`src/rtl/intpol2_d4_in_feeder.sv`:
```
// intpol2_d4_in_feeder: streams ilen samples from a sample memory
// (1-cycle read latency) into the interpolator input FIFO.
// A 2-entry output buffer absorbs the read latency, so the feeder sustains
// one word per cycle and never overruns when Afull_i or Full_i throttle it.
// Optional build macro: INTPOL2_D4_FEEDER_STALLCNT_EN adds the stall_cnt_o
// output, which counts the stalled cycles of the current transfer.
module intpol2_d4_in_feeder #(
  parameter int DATAPATH_WIDTH = 32,
  parameter int CONFIG_WIDTH   = 32,
  parameter int MEM_ADDR_WIDTH = 16
) (
  input  logic                      clk,
  input  logic                      rst,
  input  logic                      start,
  input  logic [CONFIG_WIDTH-1:0]   ilen,
  output logic                      mem_rd_o,
  output logic [MEM_ADDR_WIDTH-1:0] mem_addr_o,
  input  logic [DATAPATH_WIDTH-1:0] mem_data_i,
  input  logic                      Afull_i,
  input  logic                      Full_i,
  output logic                      Write_Enable,
  output logic [DATAPATH_WIDTH-1:0] fifo_wdata_o,
  output logic                      busy,
  output logic                      stop_Afull,
  output logic                      done
`ifdef INTPOL2_D4_FEEDER_STALLCNT_EN
  ,
  output logic [CONFIG_WIDTH-1:0]   stall_cnt_o
`endif
);

  typedef enum logic [1:0] {IDLE, RUN, DRAIN, FIN} state_t;

  state_t                    state_reg;
  logic [CONFIG_WIDTH-1:0]   ilen_reg;
  logic [CONFIG_WIDTH-1:0]   rd_cnt_reg;
  logic [CONFIG_WIDTH-1:0]   wr_cnt_reg;
  logic [MEM_ADDR_WIDTH-1:0] addr_reg;
  logic [1:0]                occ_reg;
  logic                      inflight_reg;
  logic [DATAPATH_WIDTH-1:0] head_reg;
  logic [DATAPATH_WIDTH-1:0] tail_reg;

  logic       issue;
  logic [2:0] pending;

  // Words already committed to the buffer: held entries plus the read
  // whose data lands this cycle, less the entry leaving this cycle.
  assign pending      = {1'b0, occ_reg} + {2'b00, inflight_reg};
  assign Write_Enable = (occ_reg != 2'd0) && !Full_i;
  assign issue        = (state_reg == RUN) && (rd_cnt_reg < ilen_reg) && !Afull_i &&
                        ((pending - {2'b00, Write_Enable}) < 3'd2);

  assign mem_rd_o     = issue;
  assign mem_addr_o   = issue ? rd_cnt_reg[MEM_ADDR_WIDTH-1:0] : addr_reg;
  assign fifo_wdata_o = head_reg;
  assign busy         = (state_reg != IDLE);
  assign done         = (state_reg == FIN);
  assign stop_Afull   = (state_reg == RUN) && (rd_cnt_reg < ilen_reg) && Afull_i;

  // Transfer control: state, latched length, read/write counters, last address.
  always_ff @(posedge clk) begin
    if (rst) begin
      state_reg  <= IDLE;
      ilen_reg   <= '0;
      rd_cnt_reg <= '0;
      wr_cnt_reg <= '0;
      addr_reg   <= '0;
    end else begin
      if (Write_Enable) wr_cnt_reg <= wr_cnt_reg + 1'b1;
      case (state_reg)
        IDLE: begin
          if (start) begin
            ilen_reg   <= ilen;
            rd_cnt_reg <= '0;
            wr_cnt_reg <= '0;
            state_reg  <= (ilen == '0) ? FIN : RUN;
          end
        end
        RUN: begin
          if (issue) begin
            rd_cnt_reg <= rd_cnt_reg + 1'b1;
            addr_reg   <= rd_cnt_reg[MEM_ADDR_WIDTH-1:0];
            // Leave RUN on the edge that issues the final read.
            if (rd_cnt_reg + 1'b1 == ilen_reg) state_reg <= DRAIN;
          end
        end
        DRAIN: begin
          if (Write_Enable && (wr_cnt_reg + 1'b1 == ilen_reg)) state_reg <= FIN;
        end
        default: state_reg <= IDLE;
      endcase
    end
  end

  // In-order 2-entry output buffer; read data is captured the cycle after issue.
  always_ff @(posedge clk) begin
    if (rst) begin
      occ_reg      <= 2'd0;
      inflight_reg <= 1'b0;
      head_reg     <= '0;
      tail_reg     <= '0;
    end else begin
      inflight_reg <= issue;
      case ({inflight_reg, Write_Enable})
        2'b10: begin
          if (occ_reg == 2'd0) head_reg <= mem_data_i;
          else                 tail_reg <= mem_data_i;
          occ_reg <= occ_reg + 2'd1;
        end
        2'b01: begin
          head_reg <= tail_reg;
          occ_reg  <= occ_reg - 2'd1;
        end
        2'b11: begin
          if (occ_reg == 2'd1) begin
            head_reg <= mem_data_i;
          end else begin
            head_reg <= tail_reg;
            tail_reg <= mem_data_i;
          end
        end
        default: ;
      endcase
    end
  end

`ifdef INTPOL2_D4_FEEDER_STALLCNT_EN
  // Saturating count of cycles stalled by either FIFO flag during a transfer.
  always_ff @(posedge clk) begin
    if (rst) begin
      stall_cnt_o <= '0;
    end else if (state_reg == IDLE) begin
      if (start) stall_cnt_o <= '0;
    end else if ((stop_Afull || ((occ_reg != 2'd0) && Full_i)) && (stall_cnt_o != '1)) begin
      stall_cnt_o <= stall_cnt_o + 1'b1;
    end
  end
`endif

endmodule

```
`config.mk`:
```
export PLATFORM = sky130hd
export DESIGN_NAME = intpol2_d4_in_feeder
export DESIGN_NICKNAME = d
export VERILOG_FILES = /design/src/rtl/intpol2_d4_in_feeder.sv
export SDC_FILE = /design/constraint.sdc
export NUM_CORES = 1
export LEC_CHECK = 0
export CORE_ASPECT_RATIO = 0.7
export CORE_UTILIZATION = 40
export DETAILED_ROUTE_END_ITERATION = 16
export PLACE_DENSITY_LB_ADDON = 0.3
export RECOVER_POWER = 100
export SYNTH_ARGS = -nofsm -noshare
export SYNTH_HDL_FRONTEND = slang
export SYNTH_SLANG_ARGS = --single-unit
export TNS_END_PERCENT = 20
```
`constraint.sdc`:
```
create_clock -name clk -period 7.71 [get_ports clk]
set_input_delay 1.542 -clock clk [delete_from_list [all_inputs] [get_ports clk]]
set_output_delay 1.542 -clock clk [all_outputs]
set_load 0.005 [all_outputs]
```
==> results of run 1 <==
## worst paths after layout
kind,endpoint,slack (ns)
worst max-delay path,mem_addr_o[2],0.61
worst max register to register,fifo_wdata_o[13],2.68
worst min-delay path,tail_reg[13],0.46
worst min register to register,tail_reg[13],0.46
## power groups by stage
stage	clock (mW)	combinational (mW)	sequential, mW
floorplan	0	0.797	1.18
global placement	0	1.27	1.21
detailed placement	0	1.28	1.22
CTS	0.911	1.29	1.20
global route	0.953	1.36	1.21
finish	0.887	1.23	1.20
## routing by layer
metal | part of all wire | up-vias | routed length (um) | track usage
met5 | 0.00041 | - | 13 | 0
met4 | 0.010 | 2 | 323 | 0.0563
met3 | 0.075 | 25 | 2370 | 0.0537
met2 | 0.41 | 290 | 12900 | 0.316
met1 | 0.50 | 4746 | 15800 | 0.359
li1 | - | 4955 | - | -
## worst register-to-register path: cells and delay by family, from the launching register on
family          cells  cell delay [ns]
compound gates      3             2.42
flops               1             0.35
simple gates        1             0.50
buf+inv             4             0.93
fa+ha+maj           2             0.68
## layout by cell type (no fill, tap or decap), types with 27 or more instances in the layout
| cell | instances |
|---|---|
| xor2_1 | 42 |
| a21oi_1 | 120 |
| nor3_1 | 29 |
| a22oi_1 | 39 |
| dfxtp_1 | 181 |
| nor2b_1 | 27 |
| nand3_1 | 48 |
| nand4_1 | 29 |
| nor2_1 | 102 |
| a211oi_1 | 40 |
| clkdlybuf4s50_1 | 66 |
| inv_1 | 53 |
| o21ai_0 | 41 |
| nand2_1 | 194 |
| dlygate4sd3_1 | 54 |
| xnor2_1 | 67 |
| ha_1 | 44 |
## logic make-up (layout without fill, tap and decap cells)
| family | after synthesis | after routing | share of synthesized area |
|---|---|---|---|
| simple gates | 553 | 553 | 0.263 |
| compound gates | 310 | 310 | 0.183 |
| flops | 181 | 181 | 0.333 |
| buf+inv | 156 | 220 | 0.0596 |
| xor+xnor | 109 | 109 | 0.0878 |
| fa+ha+maj | 45 | 45 | 0.0525 |
| mux | 20 | 20 | 0.0206 |
## stage by stage
step | area [sq um] | power, mW | hold WS [ns]
finish | 12800 | 3.32 | 0.455
global route | 12800 | 3.53 | 0.472
CTS | 12800 | 3.40 | 0.457
detailed placement | 12200 | 2.50 | 0.446
global placement | 12200 | 2.48 | 0.441
floorplan | 10900 | 1.98 | 0.436
## final cells by class
class                      count  area, sq um  share of cell area
clock buffer                  20          467              0.0366
multi-input combinational   1037         6610               0.517
sequential                   181         3620               0.284
tap                          364          455              0.0357
clock inverter                12          135              0.0106
inverter                      53          199              0.0156
timing repair buffer         135         1280               0.100
==> flow_summary_export.csv, run 1 <==
group,metric,value,unit
timing,hold_viol,0,
worst_hold_path,hold_class,"reg -> reg",
routing,ant_nets,0,
routing,wl_per_cell,17.5,um
floorplanning,die_area,27900,sq um
floorplanning,io_pins,122,
yosys,synth.distinct_cells,75,
clock_tree,clk_pin_slew_worst_paths,0.08,ns
routing,dr.pass1.iters,7,
placement,io_buffer_count,121,
yosys,synth_top_cell_area_share,0.333,
yosys,yosysMostFrequentCell,"nand2_1",
worst_setup_path,start_kind,"input port",
worst_setup_path,critical_path.cell_chain,"dlygate4sd3_1, or2_2, ha_1, nor2_1, fa_1, nor3_1, inv_1, a211oi_1, buf_4, mux2_2, dlygate4sd3_1",
worst_hold_path,min_from,"tail_reg[13]",
worst_setup_path,end_kind,"output pin",
routing,drt_iter0_drc,976,
placement,routabilityCongestion,0.961,
clock_tree,clock_sinks,181,
power_and_ir_drop,power_frac_comb,0.372,
worst_setup_path,cp-startpoint,"Full_i",
timing,setup_tns,0,ns
yosys,synth_area_leaders,"dfxtp_1 33%, nand2_1 6.7%, a21oi_1 5.6%",
routing,vias,10000,
worst_setup_path,crit_buf_inv,4,
grt,grt_pass1_wl,50.3,mm
worst_setup_path,worst_ep_required_time,6.17,ns
layout,post_layout_nonfiller_instances,1802,
timing,max_freq,141,MHz
clock_tree,hold_buffers,0,
clock_tree,cts_max_level,4,
power_and_ir_drop,pwr-share-seq,0.361,
routing,drc,0,
grt,antenna_found_initial,1,
yosys,async_reset_ff_frac,0,
power_and_ir_drop,pwr-share-clk,0.267,
worst_setup_path,cp_num_cells,11,
layout,area_growth_syn_to_layout,17.4,%
placement,dp_hpwl,22.8,mm
yosys,avgSynthCellArea,7.92,sq um
timing,final_max_slew_viol_count,353,
timing,maxSlewHeadroom,-1.60,
layout,fill_cells,2615,
yosys,ys.warnings.count,0,
clock_tree,cts_tree,"built",
yosys,syn_area,10900,sq um
timing,rsz0062_at_grt,"no",
outcome,violations,"max-capacitance violations, max-slew violations",
clock_tree,cts_buffer_depth,2,
timing,worst_pin_slew,3.91,ns
power_and_ir_drop,power_density,260,nW/um^2
power_and_ir_drop,netSwitchingFraction,0.394,
yosys,synth.net_count,1488,
yosys,yosysTopAreaCell,"dfxtp_1",
timing,setup_viol,0,
worst_setup_path,slowest_delay,0.59,ns
yosys,synthCells,1374,
layout,drive_gt1_frac,0.0612,
timing,finalWorstPathRequiredPeriod,7.10,ns
worst_setup_path,worstPathArrival,5.56,ns
floorplanning,fp.dieW,199,um
layout,diodes,0,
layout,final_util,0.478,
power_and_ir_drop,p_int,2.01,mW
layout,final_nets,1539,
yosys,ys_seq_elements,181,
floorplanning,fp.dieH,140,um
yosys,synthFlopType,"dfxtp_1",
power_and_ir_drop,ir_worst_vdd,0.161,mV
clock_tree,numCtsBuffers,17,
placement,place_inst,1770,
floorplanning,start_util,0.407,
floorplanning,num_rows,50,
routing,viasPerCell,5.56,
yosys,ys_seq_area_frac,0.333,
timing,setup_ws,0.605,ns
worst_setup_path,slowest_stage,"dlygate4sd3_1",
grt,grt_max_degree,90,
worst_setup_path,cp_common_cell,"dlygate4sd3_1",
worst_setup_path,worstSetupPathType,"in -> out",
grt,grt_pass1_vias,9054,
clock_tree,postCtsSetupBuffers,0,
worst_hold_path,holdPathStages,2,
outcome,outcome,"complete, but fails checks",
worst_setup_path,regToRegStartpoint,"occ_reg[1]",
timing,fin_skew,0.0153,ns
job,max_cap_viol_count,8,
clock_tree,cts_root_buffer,"clkbuf_16",
grt,overflow,0,
yosys,synth_common_cells,"195 x nand2_1, 181 x dfxtp_1, 121 x a21oi_1",
grt,grt_use_total,0.232,
worst_setup_path,crit_path_max_fanout,31,
power_and_ir_drop,p_leak,4.79,nW
clock_tree,clk_latency,0.45,ns
power_and_ir_drop,power.switching,1.31,mW
clock_tree,ctsResizeCount,0,
timing,fin_crit_sh,0.921,
yosys,synth_edf_count,0,
floorplanning,core_area,26700,sq um
routing,drt-total-wl,31.5,mm
worst_setup_path,path_delay_family,"buffers and inverters",
worst_setup_path,r2r_cells,10,
placement,dp_slack,0.973,ns
Power figures use the tool's default switching activity.
==> run 2: changes to the inputs <==
Settings changed: SETUP_SLACK_MARGIN from default to 0.02.
==> results of run 2 <==
No change in the layout: final DEF, timing and power equal those of run 1.
==> run 3: changes to the inputs <==
Settings changed: ABC_CLOCK_PERIOD_IN_PS from default to 7710.
==> results of run 3 <==
No change in the layout: final DEF, timing and power equal those of run 1.
